--- config.mk ---
export PLATFORM = sky130hd
export DESIGN_NAME = instr_fetch_unit
export DESIGN_NICKNAME = d
export VERILOG_FILES = /design/src/rtl/instr_fetch_unit.sv
export SDC_FILE = /design/constraint.sdc
export NUM_CORES = 2
export LEC_CHECK = 0
export ABC_AREA = 1
export BUFFER_PORTS_ARGS = -buffer_cell sky130_fd_sc_hd__buf_2
export CORE_MARGIN = 2
export CORE_UTILIZATION = 59
export DETAILED_ROUTE_END_ITERATION = 16
export PLACE_DENSITY_LB_ADDON = 0.25
export SKIP_CTS_REPAIR_TIMING = 1
export SLEW_MARGIN = 25
export SYNTH_ARGS = -nofsm -noshare
export SYNTH_HDL_FRONTEND = slang
export SYNTH_SLANG_ARGS = --single-unit
--- constraint.sdc ---
create_clock -name clk -period 4.2 [get_ports clk]
set_clock_uncertainty 0.1 [all_clocks]
set_input_delay 0.42 -clock clk [delete_from_list [all_inputs] [get_ports clk]]
set_output_delay 0.42 -clock clk [all_outputs]
set_load 0.05 [all_outputs]
--- src/rtl/instr_fetch_unit.sv ---
// Instruction fetch unit: loadable instruction store, PC and run/stall/halt control.
// Presents one registered instruction per cycle, split into op/func for the decoder.
module instr_fetch_unit #(
  parameter int          ADDR_W  = 6,
  parameter int          DATA_W  = 32,
  parameter logic [5:0]  HALT_OP = 6'b111111
) (
  input  logic              clk,
  input  logic              rst_n,
  input  logic              prog_we,
  input  logic [ADDR_W-1:0] prog_addr,
  input  logic [DATA_W-1:0] prog_data,
  input  logic              run,
  input  logic              stall,
  input  logic              jump,
  output logic [ADDR_W-1:0] pc,
  output logic [DATA_W-1:0] instr,
  output logic [5:0]        op,
  output logic [3:0]        func,
  output logic              instr_valid,
  output logic              halted,
  output logic [15:0]       retired
);

  localparam logic [1:0] S_IDLE = 2'd0;
  localparam logic [1:0] S_RUN  = 2'd1;
  localparam logic [1:0] S_HALT = 2'd2;

  logic [DATA_W-1:0] mem [2**ADDR_W];

  logic [1:0]        state_q, state_d;
  logic [ADDR_W-1:0] pc_q, pc_d, next_pc;
  logic [DATA_W-1:0] instr_q, instr_d, first_word;
  logic              valid_q, valid_d;
  logic              halted_q, halted_d;
  logic [15:0]       retired_q, retired_d;
  logic              mem_we;

  assign mem_we = rst_n && prog_we && (state_q == S_IDLE);

  // Same-cycle write to address 0 must be seen by the very first fetch.
  assign first_word = (prog_we && prog_addr == '0) ? prog_data : mem[0];
  assign next_pc    = jump ? instr_q[ADDR_W-1:0] : pc_q + 1'b1;

  always_comb begin
    state_d   = state_q;
    pc_d      = pc_q;
    instr_d   = instr_q;
    valid_d   = valid_q;
    halted_d  = halted_q;
    retired_d = retired_q;
    case (state_q)
      S_IDLE: begin
        valid_d = 1'b0;
        if (run) begin
          state_d = S_RUN;
          pc_d    = '0;
          instr_d = first_word;
          valid_d = 1'b1;
        end
      end
      S_RUN, S_HALT: begin
        if (!run) begin
          state_d  = S_IDLE;
          pc_d     = '0;
          instr_d  = '0;
          valid_d  = 1'b0;
          halted_d = 1'b0;
        end else if (state_q == S_RUN && valid_q) begin
          if (instr_q[31:26] == HALT_OP) begin
            state_d  = S_HALT;
            valid_d  = 1'b0;
            halted_d = 1'b1;
          end else if (!stall) begin
            pc_d      = next_pc;
            instr_d   = mem[next_pc];
            retired_d = (retired_q == 16'hFFFF) ? retired_q : retired_q + 16'd1;
          end
        end
      end
      default: state_d = S_IDLE;
    endcase
  end

  always_ff @(posedge clk) begin
    if (mem_we) mem[prog_addr] <= prog_data;
  end

  always_ff @(posedge clk) begin
    if (!rst_n) begin
      state_q   <= S_IDLE;
      pc_q      <= '0;
      instr_q   <= '0;
      valid_q   <= 1'b0;
      halted_q  <= 1'b0;
      retired_q <= '0;
    end else begin
      state_q   <= state_d;
      pc_q      <= pc_d;
      instr_q   <= instr_d;
      valid_q   <= valid_d;
      halted_q  <= halted_d;
      retired_q <= retired_d;
    end
  end

  assign pc          = pc_q;
  assign instr       = instr_q;
  assign op          = instr_q[31:26];
  assign func        = instr_q[3:0];
  assign instr_valid = valid_q;
  assign halted      = halted_q;
  assign retired     = retired_q;

endmodule

=== After elaboration in Yosys (flattened, before gate mapping) ===
Memory sizes are Yosys's and may differ from the RTL's.
Cells that the tools add are included.

* Bits in registers: 58
* Memory bits (writable): 2048
* Input bits: 44
* Memories: 1

{| class="wikitable"
|+ Memory list
! memory !! depth !! bits a word !! read ports !! clocked after memory_dff !! write ports !! RTL line !! text
|-
| mem || 64 || 32 || 2 || 0 || 1 || 29 || <nowiki>logic [DATA_W-1:0] mem [2**ADDR_W];</nowiki>
|}

* Add/sub/neg operators: 2
* Eq/ne operators: 11
* Multiplexer cells: 29
* Bitwise operators: 3
* Reductions and logical operators: 13

{| class="wikitable"
|+ Operators by type and width
! operator !! number
|-
| two-way mux 32 bit || 6
|-
| one-hot mux 32 bit (2 select lines) || 1
|-
| two-way mux 6 bit || 6
|-
| adder 16 x 1 -> 16 bit (second input constant) || 1
|-
| equality test 16 bit (second input constant) || 1
|-
| inequality test 3 bit (second input constant) || 4
|-
| one-hot mux 6 bit (2 select lines) || 1
|-
| two-way mux 1 bit || 9
|-
| AND reduction 3 bit || 3
|-
| two-way mux 2 bit || 4
|-
| adder 6 x 1 -> 6 bit (second input constant) || 1
|-
| equality test 6 bit (second input constant) || 1
|-
| zero test 6 bit || 1
|-
| AND reduction 6 bit || 1
|-
| AND reduction 5 bit || 1
|-
| logical AND 1 bit || 4
|-
| inequality test 2 x 1 -> 1 bit (second input constant) || 2
|-
| one-hot mux 2 bit (2 select lines) || 1
|-
| inverter 1 bit || 3
|-
| equality test 2 x 1 -> 1 bit (second input constant) || 1
|-
| equality test 2 bit (second input constant) || 1
|-
| zero test 2 bit || 1
|-
| inequality test 2 bit (second input constant) || 1
|-
| one-hot mux 1 bit (2 select lines) || 1
|-
| 2 further kinds || 2
|}

=== Depth between registers and ports, before layout ===
An unclocked memory read counts as a cell.

* Depth after elaboration: 8
* Gate-level depth with buffers: 15
* Depth with buffers taken out: 13

=== Worst setup path after synthesis ===
No wires, ideal clock.

* Path kind: reg-to-reg
* Start: register state_q[0]
* End: memory mem[11][0], enable pin
* Setup time: 461 ps
* Arrival time: 2990 ps
* Data required time: 3639 ps
* Setup slack: 649 ps
* Cell stages (with the launch flop): 5
* Clock period less this slack: 3551 ps
* Path through: dfxtp_1 > inv_1 > ha_1 > nand3_1 > nor3_1

* Cells in the longest elaborated chain, start to end: 4

{| class="wikitable"
|+ Ends and longest elaborated chain
! item !! RTL line !! text
|-
| start: declaration || 31 || <nowiki>logic [1:0] state_q, state_d;</nowiki>
|-
| start signal: assignment || 98 || <nowiki>state_q <= state_d;</nowiki>
|-
| zero test 2 bit || 39 || <nowiki>assign mem_we = rst_n && prog_we && (state_q == S_IDLE);</nowiki>
|-
| logical AND 1 bit || 39 ||
|-
| two-way mux 1 bit || 86 || <nowiki>if (mem_we) mem[prog_addr] <= prog_data;</nowiki>
|-
| two-way mux 1 bit (implied by the code) || 86 ||
|-
| end: declaration || 29 ||
|}

No other way between the ends.

=== Worst setup path in the final report ===
* Start: register pc_q[0], in the netlist pc[0]
* End: register instr_q[0], in the netlist instr[0]

* Cells in the longest elaborated chain, start to end: 8

{| class="wikitable"
|+ Ends and longest elaborated chain
! item !! RTL line !! text
|-
| start: declaration || 32 || <nowiki>logic [ADDR_W-1:0] pc_q, pc_d, next_pc;</nowiki>
|-
| start signal: assignment || 99 || <nowiki>pc_q <= pc_d;</nowiki>
|-
| adder 6 x 1 -> 6 bit || 43 || <nowiki>assign next_pc = jump ? instr_q[ADDR_W-1:0] : pc_q + 1'b1;</nowiki>
|-
| two-way mux 6 bit || 43 ||
|-
| memory (64 x 32 bit) || n/a ||
|-
| two-way mux 32 bit || 74 || <nowiki>end else if (!stall) begin</nowiki>
|-
| two-way mux 32 bit || 70 || <nowiki>if (instr_q[31:26] == HALT_OP) begin</nowiki>
|-
| two-way mux 32 bit || 69 || <nowiki>end else if (state_q == S_RUN && valid_q) begin</nowiki>
|-
| two-way mux 32 bit || 63 || <nowiki>if (!run) begin</nowiki>
|-
| one-hot mux 32 bit (2 select lines) || 52 || <nowiki>case (state_q)</nowiki>
|-
| end signal: assignment || 100 || <nowiki>instr_q <= instr_d;</nowiki>
|-
| end: declaration || 33 || <nowiki>logic [DATA_W-1:0] instr_q, instr_d, first_word;</nowiki>
|}

No other way between the ends. The select of a mux whose other input is x is not followed.
A chain may end at the register's enable or synchronous reset.

==> results.md <==
- Status: complete, no violations
- Vias: 61001
- P_leak: 33.2 nW
- Syn Nets: 7225
- Tmin final: 3870 ps
- CTS clk-pin slew, worst paths: roughly 60 ps
- Largest net degree at the start of global routing: 119
- CTS tree: built
- Critical Path Source Type: flip-flop
- Final period utilization: between 90 and 100%
- Min-delay worst type: in2reg
- Cells after Synth: 7175
- Crit path largest cell delay: 700 ps
- Area Overhead vs Synth: 11.6%
- Detailed Place HPWL: 144000 um
- DRT iter0 DRCs: 10437
- Skew-Pair Late Insertion Delay: 850 ps
- Setup tns final: 0 ps
- # Max-Cap Violations: 0
- Utilization after layout: 66.1%
- CP endpoint kind: flip-flop
- PwrDens: 553 nW/um2
- Avg Cell Area, Syn: 12.0 um2
- Flops & latches, synth: 2106
- Die H: between 300 and 400 um
- CP max FO: 32
- Top FF cell, synth: edfxtp_1
- Max clock buf depth: 3
- Reg2Reg Launch Point: pc[0]
- Async S/R FF share, synth: 0%
- Rows: 140
- Critical-path cell list: ha_1 > nand3_1 > xor2_1 > nand2_1 > o21ai_4 > inv_2 > buf_4 > nand3_1 > nand3_1 > nand3_1 > a21oi_1
- H-Tree Depth: 4
- Crit. Startpoint: pc[0]
- DRC: 0
- Cell area after synthesis: ~86000 um2
- Synth unique cells: 34
- Die Wd: 386 um
- GRT Resource Usage Total: 35.0%
- Number of iterations in the first detailed-routing pass: 7
- Max Freq: 0.259 GHz
- CTS Root Buffer Type: clkbuf_16
- Ys Warns: 0
- Vias per Instance: 6.52
- Initial antenna violation count: 16
- Post-synth EDFFs: about 2000
- Fin. max-slew vios: 0
- Sequential area share after synthesis: between 70% and 80%
- Routed Antenna Nets: 0
- Vias in the first global route: between 50000 and 60000
- Critical Path RT: roughly 4900 ps
- Gr ovfl total: 0
- Final Hold Viols: 0
- Worst hold start: prog_data[2]
- Per-cell routed wire length: ~28 um
- Top cell by count, worst path: nand3_1
- Dpl cell area: 89400 um2
- Initial Util: 59.2%
- I/O Pins: 110
- Hold_ws: 36.1 ps
- RSZ-0062 raised after global routing: false
- Worst IR Drop VDD: 630 uV
- Final Net Count: 7312
- Tot Pwr: between 50 and 60 mW
- Cell at the slowest stage of the critical path: inv_2
- Core Region: 145000 um2
- Gpl congestion: 0.936
- Port Buffers: 109
- CTS sink cnt: 2106
- Die footprint: 149000 um2
- Num CTS Buffers: 201
- Final instance area: around 96000 um2
- Final setup fails: 0
- WS Path Type: reg2reg
- First-pass GRT wire length: 378000 um
- Measured slew at the worst slew-check pin: 1020 ps
- Drt total wl: approximately 260000 um
- Fill cells: between 10000 and 15000
- WP data arrival: 4520 ps
- Slew headroom: 32.0%
- Layout cells sized above 1: ~9.9%
-- stage by stage --
stage          setup WS, ps  cells
3_3_place_gp            558   8965
4_1_cts                 506   9333
3_5_place_dp            543   8965
5_1_grt                 333   9344
2_1_floorplan           649   7175
6_report                333   9349
-- worst paths after layout --
kind / to / slack, ps / depth (start not counted)
worst max-delay path: instr[0] / 330 / 11
worst min-delay path: mem[10][2] / 40 / 1
worst max register to register: instr[0] / 330 / 11
worst min register to register: halted / 360 / 2
-- placed cells by master (no fill, tap or decap), types with 2 or more instances in the layout --
cell type and instances:
a21oi_1 56, a31oi_1 2, buf_12 61, buf_2 109, buf_4 207, bufinv_16 10
clkbuf_1 49, clkbuf_16 213, clkbuf_8 10, clkinv_1 48, clkinv_2 35, dfxtp_1 58
diode_2 5, dlygate4sd3_1 11, edfxtp_1 2048, ha_1 6, inv_1 74, inv_2 2
inv_6 6, nand2_1 1889, nand2_2 2, nand2_4 3, nand2_8 2, nand3_1 2257
nand4_1 5, nor2_1 85, nor2_4 62, nor3_1 15, nor3_2 2, o21a_1 2
o21ai_0 45, o21ai_4 5, o31ai_1 32, xnor2_1 3, xor2_1 4
-- state kept, by name, summed over array words and instances, names as in the netlist --
| name | count |
|---|---|
| halted | 1 |
| instr | 32 |
| instr_valid | 1 |
| mem | 2048 |
| pc | 6 |
| retired | 16 |
| state_q | 2 |
-- cell families (layout without fill, tap and decap cells) --
logic type      count (synthesis)  count (layout)  synth area share [%]
fa+ha+maj                       6               6                0.0874
simple gates                 4326            4326                  22.3
flops                        2106            2106                  73.0
xor+xnor                        7               7                0.0714
other cells                     0               5                     0
buf+inv                       585             837                  3.67
compound gates                145             145                 0.961
-- per-layer routing --
metal	track usage, %	vias up	wire, um
met2	50.1	4806	112000
met5	0	-	67
li1	-	25919	-
met3	10.5	736	41400
met1	49.7	29530	94800
met4	16.4	10	13200
-- power by group --
part,switching (mW),total [mW],internal (mW)
registers,0.216,23.5,23.2
clock network,7.66,17.6,9.99
logic,8.74,11.9,3.17
total,16.6,53.0,36.4
-- Yosys cell counts (4+ instances only) --
master	instances	share of area, %
a21oi_1	56	0.33
clkbuf_1	92	0.40
buf_2	277	1.6
dfxtp_1	58	1.4
o21ai_0	46	0.27
buf_1	32	0.14
buf_4	48	0.42
nand2_2	4	0.029
nor2_1	147	0.64
buf_6	53	0.69
o31ai_1	32	0.28
inv_1	76	0.33
nand2_1	1892	8.3
nand3_1	2257	13
nor3_1	17	0.099
edfxtp_1	2048	72
nand4_1	5	0.036
xor2_1	4	0.041
ha_1	6	0.087
-- critical path: cells and delay by family, from the launching register on --
| family | cells | cell delay, ps |
|---|---|---|
| buffers and inverters | 2 | 1320 |
| XOR/XNOR | 1 | 160 |
| AND/OR/NAND/NOR | 5 | 1100 |
| AO/OA/AOI/OAI | 2 | 300 |
| adder cells (fa/ha/maj) | 1 | 250 |
| flip-flops | 1 | 500 |
-- layout make-up --
class / count / area [um2] / area share [%]
clock inverters: 96 / 716 / 0.747
inverters: 81 / 314 / 0.328
repair buffers: 388 / 3430 / 3.58
diodes: 5 / 12.5 / 0.0131
well taps: 1917 / 2400 / 2.50
clock buffers: 272 / 5650 / 5.90
flip-flops and latches: 2106 / 62700 / 65.4
multi-input cells: 4484 / 20700 / 21.6
Power figures use the tool's default switching activity.
